### config.mk
export PLATFORM = sky130hd
export DESIGN_NAME = demux_stream_1xn
export DESIGN_NICKNAME = d
export VERILOG_FILES = /design/src/rtl/demux_stream_1xn.sv
export SDC_FILE = /design/constraint.sdc
export NUM_CORES = 1
export LEC_CHECK = 0
export CORE_MARGIN = 2
export CORE_UTILIZATION = 30
export CTS_BUF_LIST = sky130_fd_sc_hd__clkbuf_16
export DETAILED_ROUTE_END_ITERATION = 16
export SLEW_MARGIN = 20
export SYNTH_ARGS = -nofsm -noshare
export SYNTH_HDL_FRONTEND = slang
export SYNTH_SLANG_ARGS = --single-unit
export TNS_END_PERCENT = 1
### constraint.sdc
create_clock -name clk -period 3.5 [get_ports clk]
set_input_delay 0.875 -clock clk [delete_from_list [all_inputs] [get_ports clk]]
set_output_delay 0.875 -clock clk [all_outputs]
set_load 0.03 [all_outputs]
### src/rtl/demux_stream_1xn.sv
// demux_stream_1xn
// Registered 1-to-N stream demultiplexer with valid/ready handshakes.
// Each output channel owns a one-entry register, so a stalled consumer only
// blocks beats addressed to its own channel. Routing is either per-beat
// addressed (MODE=0, s_sel) or round-robin (MODE=1, internal rr_ptr).
// Out-of-range addressed beats are consumed, dropped and counted.

module demux_stream_1xn #(
    parameter int DATA_W = 8,
    parameter int NUM_CH = 8,
    parameter int MODE   = 0,
    localparam int SEL_W = $clog2(NUM_CH)
) (
    input  logic                       clk,
    input  logic                       rst_n,
    input  logic                       s_valid,
    output logic                       s_ready,
    input  logic [DATA_W-1:0]          s_data,
    input  logic [SEL_W-1:0]           s_sel,
    output logic [NUM_CH-1:0]          m_valid,
    input  logic [NUM_CH-1:0]          m_ready,
    output logic [NUM_CH*DATA_W-1:0]   m_data,
    output logic [SEL_W-1:0]           rr_ptr,
    output logic                       err_sel,
    output logic [7:0]                 drop_cnt
);

    // Channel count widened by one bit so the range compare never truncates.
    localparam logic [SEL_W:0]   NUM_CH_W = (SEL_W+1)'(NUM_CH);
    localparam logic [SEL_W-1:0] LAST_CH  = SEL_W'(NUM_CH - 1);
    localparam logic [7:0]       DROP_MAX = 8'hFF;

    logic [SEL_W-1:0]          tgt_s;
    logic                      in_range_s;
    logic [NUM_CH-1:0]         free_s;
    logic [NUM_CH-1:0]         hit_s;
    logic [NUM_CH-1:0]         load_s;
    logic                      s_ready_s;
    logic                      accept_s;
    logic                      drop_s;

    logic [NUM_CH-1:0]         m_valid_r;
    logic [NUM_CH*DATA_W-1:0]  m_data_r;
    logic [SEL_W-1:0]          rr_ptr_r;
    logic                      err_sel_r;
    logic [7:0]                drop_cnt_r;

    // Select the target channel: s_sel when addressed, rotating pointer otherwise.
    always_comb begin
        tgt_s = s_sel;
        if (MODE == 1) begin
            tgt_s = rr_ptr_r;
        end else begin
            tgt_s = s_sel;
        end
    end

    assign in_range_s = ({1'b0, tgt_s} < NUM_CH_W);

    // Per-channel free flag (empty, or draining this cycle) and target decode.
    always_comb begin
        free_s = {NUM_CH{1'b0}};
        hit_s  = {NUM_CH{1'b0}};
        for (int k = 0; k < NUM_CH; k++) begin
            free_s[k] = ~m_valid_r[k] | m_ready[k];
            hit_s[k]  = (tgt_s == SEL_W'(k));
        end
    end

    // Handshake: out-of-range beats are always taken so they can be dropped.
    always_comb begin
        s_ready_s = 1'b1;
        if (in_range_s) begin
            s_ready_s = |(hit_s & free_s);
        end else begin
            s_ready_s = 1'b1;
        end
    end

    assign accept_s = s_valid & s_ready_s;
    assign drop_s   = accept_s & ~in_range_s;

    // Load strobes go only to the addressed channel on an in-range accept.
    always_comb begin
        load_s = {NUM_CH{1'b0}};
        if (accept_s && in_range_s) begin
            load_s = hit_s;
        end else begin
            load_s = {NUM_CH{1'b0}};
        end
    end

    // Channel registers: load wins over drain, stall holds valid and data.
    always_ff @(posedge clk or negedge rst_n) begin
        if (!rst_n) begin
            m_valid_r <= {NUM_CH{1'b0}};
            m_data_r  <= {(NUM_CH*DATA_W){1'b0}};
        end else begin
            for (int k = 0; k < NUM_CH; k++) begin
                if (load_s[k]) begin
                    m_valid_r[k]                   <= 1'b1;
                    m_data_r[k*DATA_W +: DATA_W]   <= s_data;
                end else if (m_ready[k]) begin
                    m_valid_r[k]                   <= 1'b0;
                end else begin
                    m_valid_r[k]                   <= m_valid_r[k];
                end
            end
        end
    end

    // Round-robin pointer advances only on an accept and wraps at the last channel.
    always_ff @(posedge clk or negedge rst_n) begin
        if (!rst_n) begin
            rr_ptr_r <= {SEL_W{1'b0}};
        end else if (MODE != 1) begin
            rr_ptr_r <= {SEL_W{1'b0}};
        end else if (accept_s) begin
            if (rr_ptr_r == LAST_CH) begin
                rr_ptr_r <= {SEL_W{1'b0}};
            end else begin
                rr_ptr_r <= rr_ptr_r + SEL_W'(1);
            end
        end else begin
            rr_ptr_r <= rr_ptr_r;
        end
    end

    // Drop reporting: one-cycle error pulse and a saturating drop counter.
    always_ff @(posedge clk or negedge rst_n) begin
        if (!rst_n) begin
            err_sel_r  <= 1'b0;
            drop_cnt_r <= 8'd0;
        end else begin
            err_sel_r <= drop_s;
            if (drop_s && (drop_cnt_r != DROP_MAX)) begin
                drop_cnt_r <= drop_cnt_r + 8'd1;
            end else begin
                drop_cnt_r <= drop_cnt_r;
            end
        end
    end

    assign s_ready  = s_ready_s;
    assign m_valid  = m_valid_r;
    assign m_data   = m_data_r;
    assign rr_ptr   = rr_ptr_r;
    assign err_sel  = err_sel_r;
    assign drop_cnt = drop_cnt_r;

    demux_stream_1xn_chk #(
        .DATA_W (DATA_W),
        .NUM_CH (NUM_CH),
        .MODE   (MODE)
    ) u_chk (
        .clk      (clk),
        .rst_n    (rst_n),
        .m_valid  (m_valid_r),
        .m_ready  (m_ready),
        .m_data   (m_data_r),
        .rr_ptr   (rr_ptr_r),
        .drop_cnt (drop_cnt_r)
    );

endmodule

// Invariants of the demultiplexer, kept apart from the datapath.
module demux_stream_1xn_chk #(
    parameter int DATA_W = 8,
    parameter int NUM_CH = 8,
    parameter int MODE   = 0,
    localparam int SEL_W = $clog2(NUM_CH)
) (
    input logic                      clk,
    input logic                      rst_n,
    input logic [NUM_CH-1:0]         m_valid,
    input logic [NUM_CH-1:0]         m_ready,
    input logic [NUM_CH*DATA_W-1:0]  m_data,
    input logic [SEL_W-1:0]          rr_ptr,
    input logic [7:0]                drop_cnt
);

    localparam logic [SEL_W:0] NUM_CH_W = (SEL_W+1)'(NUM_CH);

    a_rr_in_range: assert property (@(posedge clk) disable iff (!rst_n)
        ({1'b0, rr_ptr} < NUM_CH_W));

    a_rr_zero_addr: assert property (@(posedge clk) disable iff (!rst_n)
        ((MODE == 1) || (rr_ptr == {SEL_W{1'b0}})));

    a_drop_sat: assert property (@(posedge clk) disable iff (!rst_n)
        (drop_cnt == 8'hFF) |=> (drop_cnt == 8'hFF));

    for (genvar k = 0; k < NUM_CH; k++) begin : g_hold
        a_stall_hold: assert property (@(posedge clk) disable iff (!rst_n)
            (m_valid[k] && !m_ready[k]) |=>
            (m_valid[k] && $stable(m_data[k*DATA_W +: DATA_W])));
    end

endmodule

* Yosys cells after proc, flatten, opt, wreduce, memory -nomap -nowiden *
Index checks and enable logic that the tools add are counted.

word-level totals
  flip-flop bits (word level) = 72
  input bits = 22

operators by class
  equality and inequality tests = 7
  muxes and demuxes = 17
  bitwise operators = 18
  reductions and logical operators = 10

operators by type and width
  kind                                                  number
  two-way mux 1 bit                                     16
  nonzero test 2 bit                                    8
  equality test 3 bit (second input constant)           4
  AND 8 bit                                             1
  two-way mux 8 bit                                     1
  inverter 1 bit                                        8
  OR 1 bit                                              8
  OR reduction 8 bit                                    1
  equality test 3 x 2 -> 1 bit (second input constant)  2
  equality test 3 x 1 -> 1 bit (second input constant)  1
  logical NOT 3 bit                                     1
  AND 1 bit                                             1

* Longest topological paths before layout *
Gate-level depths: netlist of the first run.

  word-level depth = 7
  depth in mapped cells = 5

* Least setup slack after synthesis of the first run *
OpenSTA, ideal clock, no wires.

  path type = input -> output
  start point = in s_sel[1]
  end point = out s_ready
  arrival = 1936 ps
  setup slack = 689 ps
  cell stages on the path = 3
  path buffers = 1
  cells stage by stage = buf_2 -> mux4_2 -> mux2_2

on the way
  longest elaborated chain between the ends = 3
  elaborated cells between the ends (all ways) = 10
  those cells by class = 7 x eq/ne; 1 x bitwise; 2 x reduce/logical

ends and longest elaborated chain
  element                                                     RTL line  text
  start: declaration                                          19        input logic [SEL_W-1:0] s_sel,
  equality test 3 x 1 -> 1 bit, or another cell as far along  66        hit_s[k] = (tgt_s == SEL_W'(k));
  AND 8 bit (*)                                               74        s_ready_s = |(hit_s & free_s);
  OR reduction 8 bit (*)                                      74
  end: declaration                                            17        output logic s_ready,

Mark *: on every way between the ends. The rest lies on a longest branch, timed or not.

* Final worst setup path of the first run *
  start point = in m_ready[5]
  end point = out s_ready

on the way
  longest elaborated chain between the ends = 3

ends and longest elaborated chain
  element             RTL line  text
  start: declaration  21        input logic [NUM_CH-1:0] m_ready,
  OR 1 bit            65        free_s[k] = ~m_valid_r[k] | m_ready[k];
  AND 8 bit           74
  OR reduction 8 bit  74

No other way between the ends.

==> impl_summary.log, run 1 <==
INFO  metric run_status = finished, final reports clean
INFO  metric area_of_the_multi_input_gates = around 1100 um^2
INFO  metric die-height = 103 um
INFO  metric number_of_filler_instances_in_the_final_layout = 905
INFO  metric drt.antenna.violating_nets = 0
INFO  metric grt_pass1_wl = 10600 um
INFO  metric yosysSeqAreaShare = a little over 60%
INFO  metric sum_of_internal_switching_and_leakage_power = ~0.0028 W
INFO  metric yosys_warnings = 0
INFO  metric drc_errors = 0
INFO  metric finalWeightedCongestion = about 0.69
INFO  metric finalCritPeriodShare = 97.1%
INFO  metric layout_cells_sized_above_1 = 31.0%
INFO  metric netlist_instances = around 190
INFO  metric via_density_per_instance = 4.39
INFO  metric slowest_stage = mux4_2
INFO  metric postSynthRegisterBits = 72
INFO  metric setup_repair_after_global_routing_missed_its_margin = false
INFO  metric num_cts_buffers = 9
INFO  metric initial_utilization = between 30% and 40%
INFO  metric static_leak = between 1.5 and 2 nW
INFO  metric register_area = about 1800 um^2
INFO  metric gr-usage-all-layers = 13.9%
INFO  metric clock_power_share = between 20% and 30%
INFO  metric final_cells = between 400 and 500
INFO  metric finalClockSkew = between 0.007 and 0.008 ns
INFO  metric detailedRoute.firstPassIterationCount = 4
INFO  metric placement.cell_area = 4060 um^2
INFO  metric synthToLayoutAreaGrowth = 46.1%
INFO  metric hold_path_class = register to register
INFO  metric ioPinCount = 107
INFO  metric worstSetupPathType = input port to primary output
INFO  metric dieArea = approximately 11000 um^2
INFO  metric cts_tree = built
INFO  metric p_sw_share = between 30% and 40%
INFO  metric worstPathRequired = about 2.6 ns
INFO  metric port_buffers = 94
INFO  metric core_area = about 9600 um^2
INFO  metric critPathTopFamily = buffers and inverters
INFO  metric met3_usage = under 10%
INFO  metric peak_usage_layer_in_the_global_routing_report = met2
INFO  metric critical_path.n_buffers_inverters = 2
INFO  metric worstMarginPinSlew = 0.896 ns
INFO  metric internal_power = ~0.0019 W
INFO  metric clock_latency_of_the_later_clocked_register_in_the_worst_skew_pair = between 0.3 and 0.4 ns
INFO  metric max_freq = 294 MHz
INFO  metric hold_violations = 0
INFO  metric largest_net_degree_at_the_start_of_global_routing = between 70 and 80
INFO  metric avgRoutedWirePerCell = 16.1 um
INFO  metric clock_tree.root_cell = clkbuf_16
INFO  metric p_sw = roughly 0.00093 W
INFO  metric drt-total-wl = between 6000 and 7000 um
INFO  metric globalRouteMet1Util = 18.9%
INFO  metric postLayoutCellArea = between 4000 and 5000 um^2
INFO  metric final_period_minus_worst_setup_slack = between 3 and 4 ns
INFO  metric timing.critical_path.to_type = primary output
INFO  metric number_of_global_route_vias_before_repair = about 1900
INFO  metric maxSlewHeadroom = about two fifths
INFO  metric dpl.hpwl = about 4700 um
INFO  metric cts_max_path_buffers = 2
INFO  metric critical-path-max-stage-delay = approximately 0.46 ns
INFO  metric endpoints_failing_setup = 0
INFO  metric drt_iter0_drc = just over 50
INFO  metric seq_power_share = around two fifths
INFO  metric routed-via-count = roughly 1900
INFO  metric synth.lib_cells_used.distinct = 23
INFO  metric groute.layer.met2.usage = roughly a fifth
INFO  metric number_of_sinks_handled_by_clock_tree_synthesis = 72
INFO  metric synthArstFlopShare = 100%
INFO  metric global_route.overflow_total = 0
INFO  metric slew_limit_fails = 0
INFO  metric antennaDiodeCount = 0
INFO  metric syn_area = 2940 um^2
INFO  metric cts.clk_slew.worst_paths = 0.05 ns
INFO  metric comb_power_share = between 30% and 40%
INFO  metric synth.avg_cell_area = between 15 and 20 um^2
INFO  metric post_cts_hold_buffer_count = 0
INFO  metric antenna_found_initial = 0
INFO  metric cp_max_fo = 3
INFO  metric maxCapViolCount = 0
INFO  metric nets = 320
INFO  metric power_per_cell_area = about 660 nW/um^2
INFO  metric timing.reg2reg.setup_slack = about 1.7 ns
INFO  metric crit_arrival = ~2.5 ns
INFO  metric worst_ir_drop_vdd = ~300 uV
INFO  metric htreeDepth = 3
INFO  metric synth-main-ff-cell = dfrtp_1
INFO  metric synth-edff-count = 0
INFO  metric place.detailed.instances = 420
INFO  metric die_w = 103 um
INFO  metric post-cts-setup-buffer-count = 0
INFO  metric floorplan.rows = 36
INFO  metric crit_path_cell_trace = clkdlybuf4s50_1, nand2b_1, mux4_2, mux2_2, dlygate4sd2_1
INFO  metric cp-start-kind = input port
-- layout make-up --
type,instances,area share [%]
Clock buffer,9,5.24
Sequential cell,72,41.9
Inverter,1,0.0873
Timing Repair Buffer,105,23.8
Tap cell,133,3.87
Multi-Input combinational cell,109,24.8
Clock inverter,4,0.378
-- cells by family (layout without fill, tap and decap cells) --
logic type	count (synthesis)	count (layout)	synth area share, %
flops	72	72	61.2
other cells	1	12	0.127
buf+inv	17	119	4.04
compound gates	5	5	1.02
mux	67	67	27.4
simple gates	25	25	6.20
-- final timing paths --
| path | startpoint | end | cells after the start |
|---|---|---|---|
| max | m_ready[5] | s_ready | 5 |
| min | m_data[49] | m_data[49] | 1 |
| max reg2reg | m_valid[1] | m_data[13] | 4 |
| min reg2reg | m_data[49] | m_data[49] | 1 |
| max in group asynchronous | rst_n | m_data[15] | 1 |
| min in group asynchronous | rst_n | m_data[6] | 1 |
-- cells in the mapped netlist (2+ instances only) --
master / number / area share (%)
o21ai_0: 3 / 0.51
mux2_4: 8 / 4.1
nand2_1: 3 / 0.38
nand4_1: 2 / 0.42
buf_4: 14 / 3.6
nand2b_1: 9 / 1.9
mux4_2: 2 / 1.5
mux2_2: 57 / 22
o31ai_1: 2 / 0.51
nor2b_1: 2 / 0.42
dfrtp_1: 72 / 61
buf_2: 2 / 0.34
-- repair_timing --
item                       4_1_cts  5_1_grt
gates resized for setup          1        1
pin swaps                        0        0
setup endpoints to repair        1        1
-- registers in the layout, indices dropped and copies added, names as in the netlist --
| name | flops |
|---|---|
| m_data | 64 |
| m_valid | 8 |
-- per-stage QoR --
| stage | setup WS [ns] | utilization, % | setup TNS [ns] | hold WS (ns) |
|---|---|---|---|---|
| 4_1_cts | 0.0271 | 44.6 | 0 | 0.508 |
| 5_1_grt | 0.0308 | 44.6 | 0 | 0.514 |
| 3_3_place_gp | -0.215 | 42.1 | -0.215 | 0.489 |
| 3_5_place_dp | -0.214 | 42.1 | -0.214 | 0.494 |
| 6_report | 0.101 | 44.6 | 0 | 0.502 |
| 2_1_floorplan | 0.689 | - | 0 | 0.579 |
-- metal layers --
metal	vias up	part of all wire (%)
li1	858	-
met1	969	46
met2	66	46
met3	8	6.6
met4	0	1.4
met5	-	0
-- worst reg2reg max path, delay by kind of cell, from the launching register on --
| family | cells | cell delay (ns) |
|---|---|---|
| buf+inv | 1 | 0.12 |
| flops | 1 | 0.37 |
| mux | 1 | 0.52 |
| simple gates | 2 | 0.69 |
-- cells in the final DEF, fill, tap and decap left out, types with 3 or more instances in the layout --
cell / netlist / layout
nand2_1: 3 / 3
dfrtp_1: 72 / 72
buf_4: 14 / 12
nand2b_1: 9 / 9
o21ai_0: 3 / 3
mux2_2: 57 / 57
clkbuf_16: 0 / 9
clkdlybuf4s50_1: 0 / 91
mux2_4: 8 / 8
conb_1: 1 / 12
-- power by group through the flow --
stage,clock network (W),registers [W],logic (W)
6_report,0.000769,0.00109,0.000983
5_1_grt,0.000831,0.00112,0.00104
3_3_place_gp,0,0.00110,0.000984
4_1_cts,0.000792,0.00110,0.000995
2_1_floorplan,0,0.00145,0.000212
3_5_place_dp,0,0.00111,0.000992
(Power assumes the default switching activity.)
==> inputs of run 2 (changes only) <==
- CORE_UTILIZATION: 30 -> 35
- PLACE_DENSITY: default -> 0.65
==> run 2 against run 1 <==
Effect of this change: clock-buffer cell count is the same; critical path type unchanged; non-clock buffer count grew 2; worst setup slack lost 0.042 ns; register-to-register slack gained 0.15 ns; maximum frequency shrank 1.2%; wire length shrank 1.2%; utilization grew 9.1 points; global-route usage grew 2.2 points; clock power grew 40%; sequential share of layout area shrank 0.87 points; via count shrank 0.68%; largest power group unchanged.
==> impl_summary.log, run 2 (synthesized netlist as in run 1, its figures left out) <==
INFO  metric cts.clk_slew.worst_paths = 0.06 ns (about the same)
INFO  metric register_area = 1800 um^2 (unchanged)
INFO  metric endpoints_failing_setup = 0 (unchanged)
INFO  metric drc_errors = 0 (unchanged)
INFO  metric area_of_the_multi_input_gates = 1060 um^2 (unchanged)
INFO  metric layout.cells.most_common_list = 92 x clkdlybuf4s50_1, 72 x dfrtp_1, 57 x mux2_2
INFO  metric groute.layer.met2.usage = 24.5% (+4.0 points)
INFO  metric p_sw = 0.000993 W (+6.6%)
INFO  metric layout_commonest_cell = clkdlybuf4s50_1
INFO  metric finalWeightedCongestion = 0.792 (+14%)
INFO  metric globalRouteMet1Util = 21.7% (+2.8 points)
INFO  metric largest_register_ff_count = 64 (unchanged)
INFO  metric nets = 322 (+0.63%)
INFO  metric number_of_global_route_vias_before_repair = 1917 (-0.83%)
INFO  metric slowest_stage = mux4_2
INFO  metric clock_latency_of_the_later_clocked_register_in_the_worst_skew_pair = 0.33 ns (about the same)
INFO  metric maxCapViolCount = 0 (unchanged)
INFO  metric number_of_filler_instances_in_the_final_layout = 699 (-23%)
INFO  metric via_density_per_instance = 4.60 (+4.9%)
INFO  metric ioPinCount = 107 (unchanged)
INFO  metric internal_power = 0.00216 W (+13%)
INFO  metric die_w = 95.7 um (-7.1%)
INFO  metric htreeDepth = 3 (unchanged)
INFO  metric slew_limit_fails = 0 (unchanged)
INFO  metric worstMarginPinSlew = 0.912 ns (+0.0165 ns)
INFO  metric synthToLayoutAreaGrowth = 49.2%
INFO  metric post-cts-setup-buffer-count = 0 (unchanged)
INFO  metric timing.critical_path.to_type = primary output
INFO  metric post_cts_hold_buffer_count = 0 (unchanged)
INFO  metric met3_usage = 4.78% (+0.44 points)
INFO  metric max_freq = 291 MHz (-1.2%)
INFO  metric final_period_minus_worst_setup_slack = 3.44 ns (+0.0423 ns)
INFO  metric grt_pass1_wl = 10600 um (-0.25%)
INFO  metric maxSlewHeadroom = 39.2% (-1.1 points)
INFO  metric seq_power_share = 34.6% (-3.8 points)
INFO  metric hold_violations = 0 (unchanged)
INFO  metric die-height = 95.7 um (-7.1%)
INFO  metric cts_max_path_buffers = 2 (unchanged)
INFO  metric cts_tree = built
INFO  metric cp-start-kind = input port
INFO  metric dieArea = 9160 um^2 (-14%)
INFO  metric initial_utilization = 36.0% (+5.5 points)
INFO  metric avgRoutedWirePerCell = 16.8 um (+4.3%)
INFO  metric antennaDiodeCount = 0 (unchanged)
INFO  metric global_route.overflow_total = 0 (unchanged)
INFO  metric critical-path-max-stage-delay = 0.50 ns (+0.04 ns)
INFO  metric fin_hold_ws = 0.503 ns (+0.000861 ns)
INFO  metric num_cts_buffers = 9 (unchanged)
INFO  metric power_per_cell_area = 719 nW/um^2 (+8.6%)
INFO  metric cp_max_fo = 8 (+5)
INFO  metric number_of_sinks_handled_by_clock_tree_synthesis = 72 (unchanged)
INFO  metric port_buffers = 94 (unchanged)
INFO  metric gr-usage-all-layers = 16.1% (+2.2 points)
INFO  metric worst_ir_drop_vdd = 374 uV (+28%)
INFO  metric crit_path_cell_trace = clkdlybuf4s50_1, buf_4, mux4_2, mux2_2, clkdlybuf4s15_2
INFO  metric dpl.hpwl = 4730 um (+0.42%)
INFO  metric detailedRoute.firstPassIterationCount = 4 (unchanged)
INFO  metric comb_power_share = 31.3% (-3.2 points)
INFO  metric static_leak = 1.92 nW (+2.8%)
INFO  metric finalCritPeriodShare = 98.3% (+1.2 points)
INFO  metric layout_cells_sized_above_1 = 33.4% (+2.4 points)
INFO  metric hold_path_class = register to register
INFO  metric run_status = finished, final reports clean
INFO  metric drt.antenna.violating_nets = 0 (unchanged)
INFO  metric setup_repair_after_global_routing_missed_its_margin = false
INFO  metric floorplan.rows = 33 (-8.3%)
INFO  metric largest_net_degree_at_the_start_of_global_routing = 73 (unchanged)
INFO  metric crit_arrival = 2.57 ns (+0.05 ns)
INFO  metric routed-via-count = 1888 (-0.68%)
INFO  metric worstPathRequired = 2.62 ns (about the same)
INFO  metric antenna_found_initial = 0 (unchanged)
INFO  metric timing.reg2reg.setup_slack = 1.83 ns (+0.15 ns)
INFO  metric core_area = 8180 um^2 (-15%)
INFO  metric worstSetupPathType = input port to primary output
INFO  metric clock_tree.root_cell = clkbuf_16
INFO  metric drt_iter0_drc = 54 (+5.9%)
INFO  metric clock_power_share = 34.1% (+7.1 points)
INFO  metric finalClockSkew = 0.00529 ns (-0.00205 ns)
INFO  metric p_sw_share = 31.5% (-1.3 points)
INFO  metric drt-total-wl = 6910 um (-1.2%)
INFO  metric utilization = 53.7% (+9.1 points)
INFO  metric peak_usage_layer_in_the_global_routing_report = met2
[run 2: per-layer routing]
metal	up-vias	wire length, um
li1	863	-
met1	951	3180
met2	66	3220
met3	8	419
met4	0	85
met5	-	0
[run 2: power by group through the flow]
| stage | clock network, W | registers, W | logic [W] |
|---|---|---|---|
| finish | 0.00108 | 0.00109 | 0.000987 |
| detailed placement | 0 | 0.00111 | 0.000997 |
| CTS | 0.00110 | 0.00109 | 0.000999 |
| global placement | 0 | 0.00110 | 0.000988 |
| global route | 0.00114 | 0.00111 | 0.00104 |
| floorplan | 0 | 0.00145 | 0.000212 |
[run 2: worst max-delay path: cells and delay by family]
family / cells / cell delay [ns]
buffers and inverters: 3 / 0.91
muxes: 2 / 0.78
[run 2: timing repair]
action	in CTS	in global routing
hold endpoints to repair	0	0
endpoints found under the setup margin	1	0
gates resized for setup	3	0
[run 2: layout make-up]
cell class | count | share of cell area, %
Multi-Input combinational cell | 109 | 24.2
Timing Repair Buffer | 107 | 23.6
Clock inverter | 7 | 2.91
Tap cell | 105 | 2.99
Inverter | 1 | 0.0855
Clock buffer | 9 | 5.13
Sequential cell | 72 | 41.0
[run 2: per-stage QoR]
stage | TNS, ns | cells | area [um^2] | total power, W | setup WS [ns]
after floorplan | 0 | 198 | 2990 | 0.00166 | 0.689
after global placement | -0.244 | 394 | 4040 | 0.00209 | -0.244
after detailed placement | -0.267 | 394 | 4040 | 0.00210 | -0.267
after CTS | 0 | 410 | 4390 | 0.00320 | 0.0443
after global routing | 0 | 410 | 4390 | 0.00330 | 0.00430
final | 0 | 410 | 4390 | 0.00316 | 0.0590
[run 2: path summary, 6_finish.rpt]
kind	startpoint	endpoint	cells past startpoint
max	s_sel[1]	s_ready	5
min	m_data[46]	m_data[46]	1
max reg2reg	m_valid[7]	m_data[63]	3
min reg2reg	m_data[46]	m_data[46]	1
max in group asynchronous	rst_n	m_data[16]	1
min in group asynchronous	rst_n	m_valid[0]	1
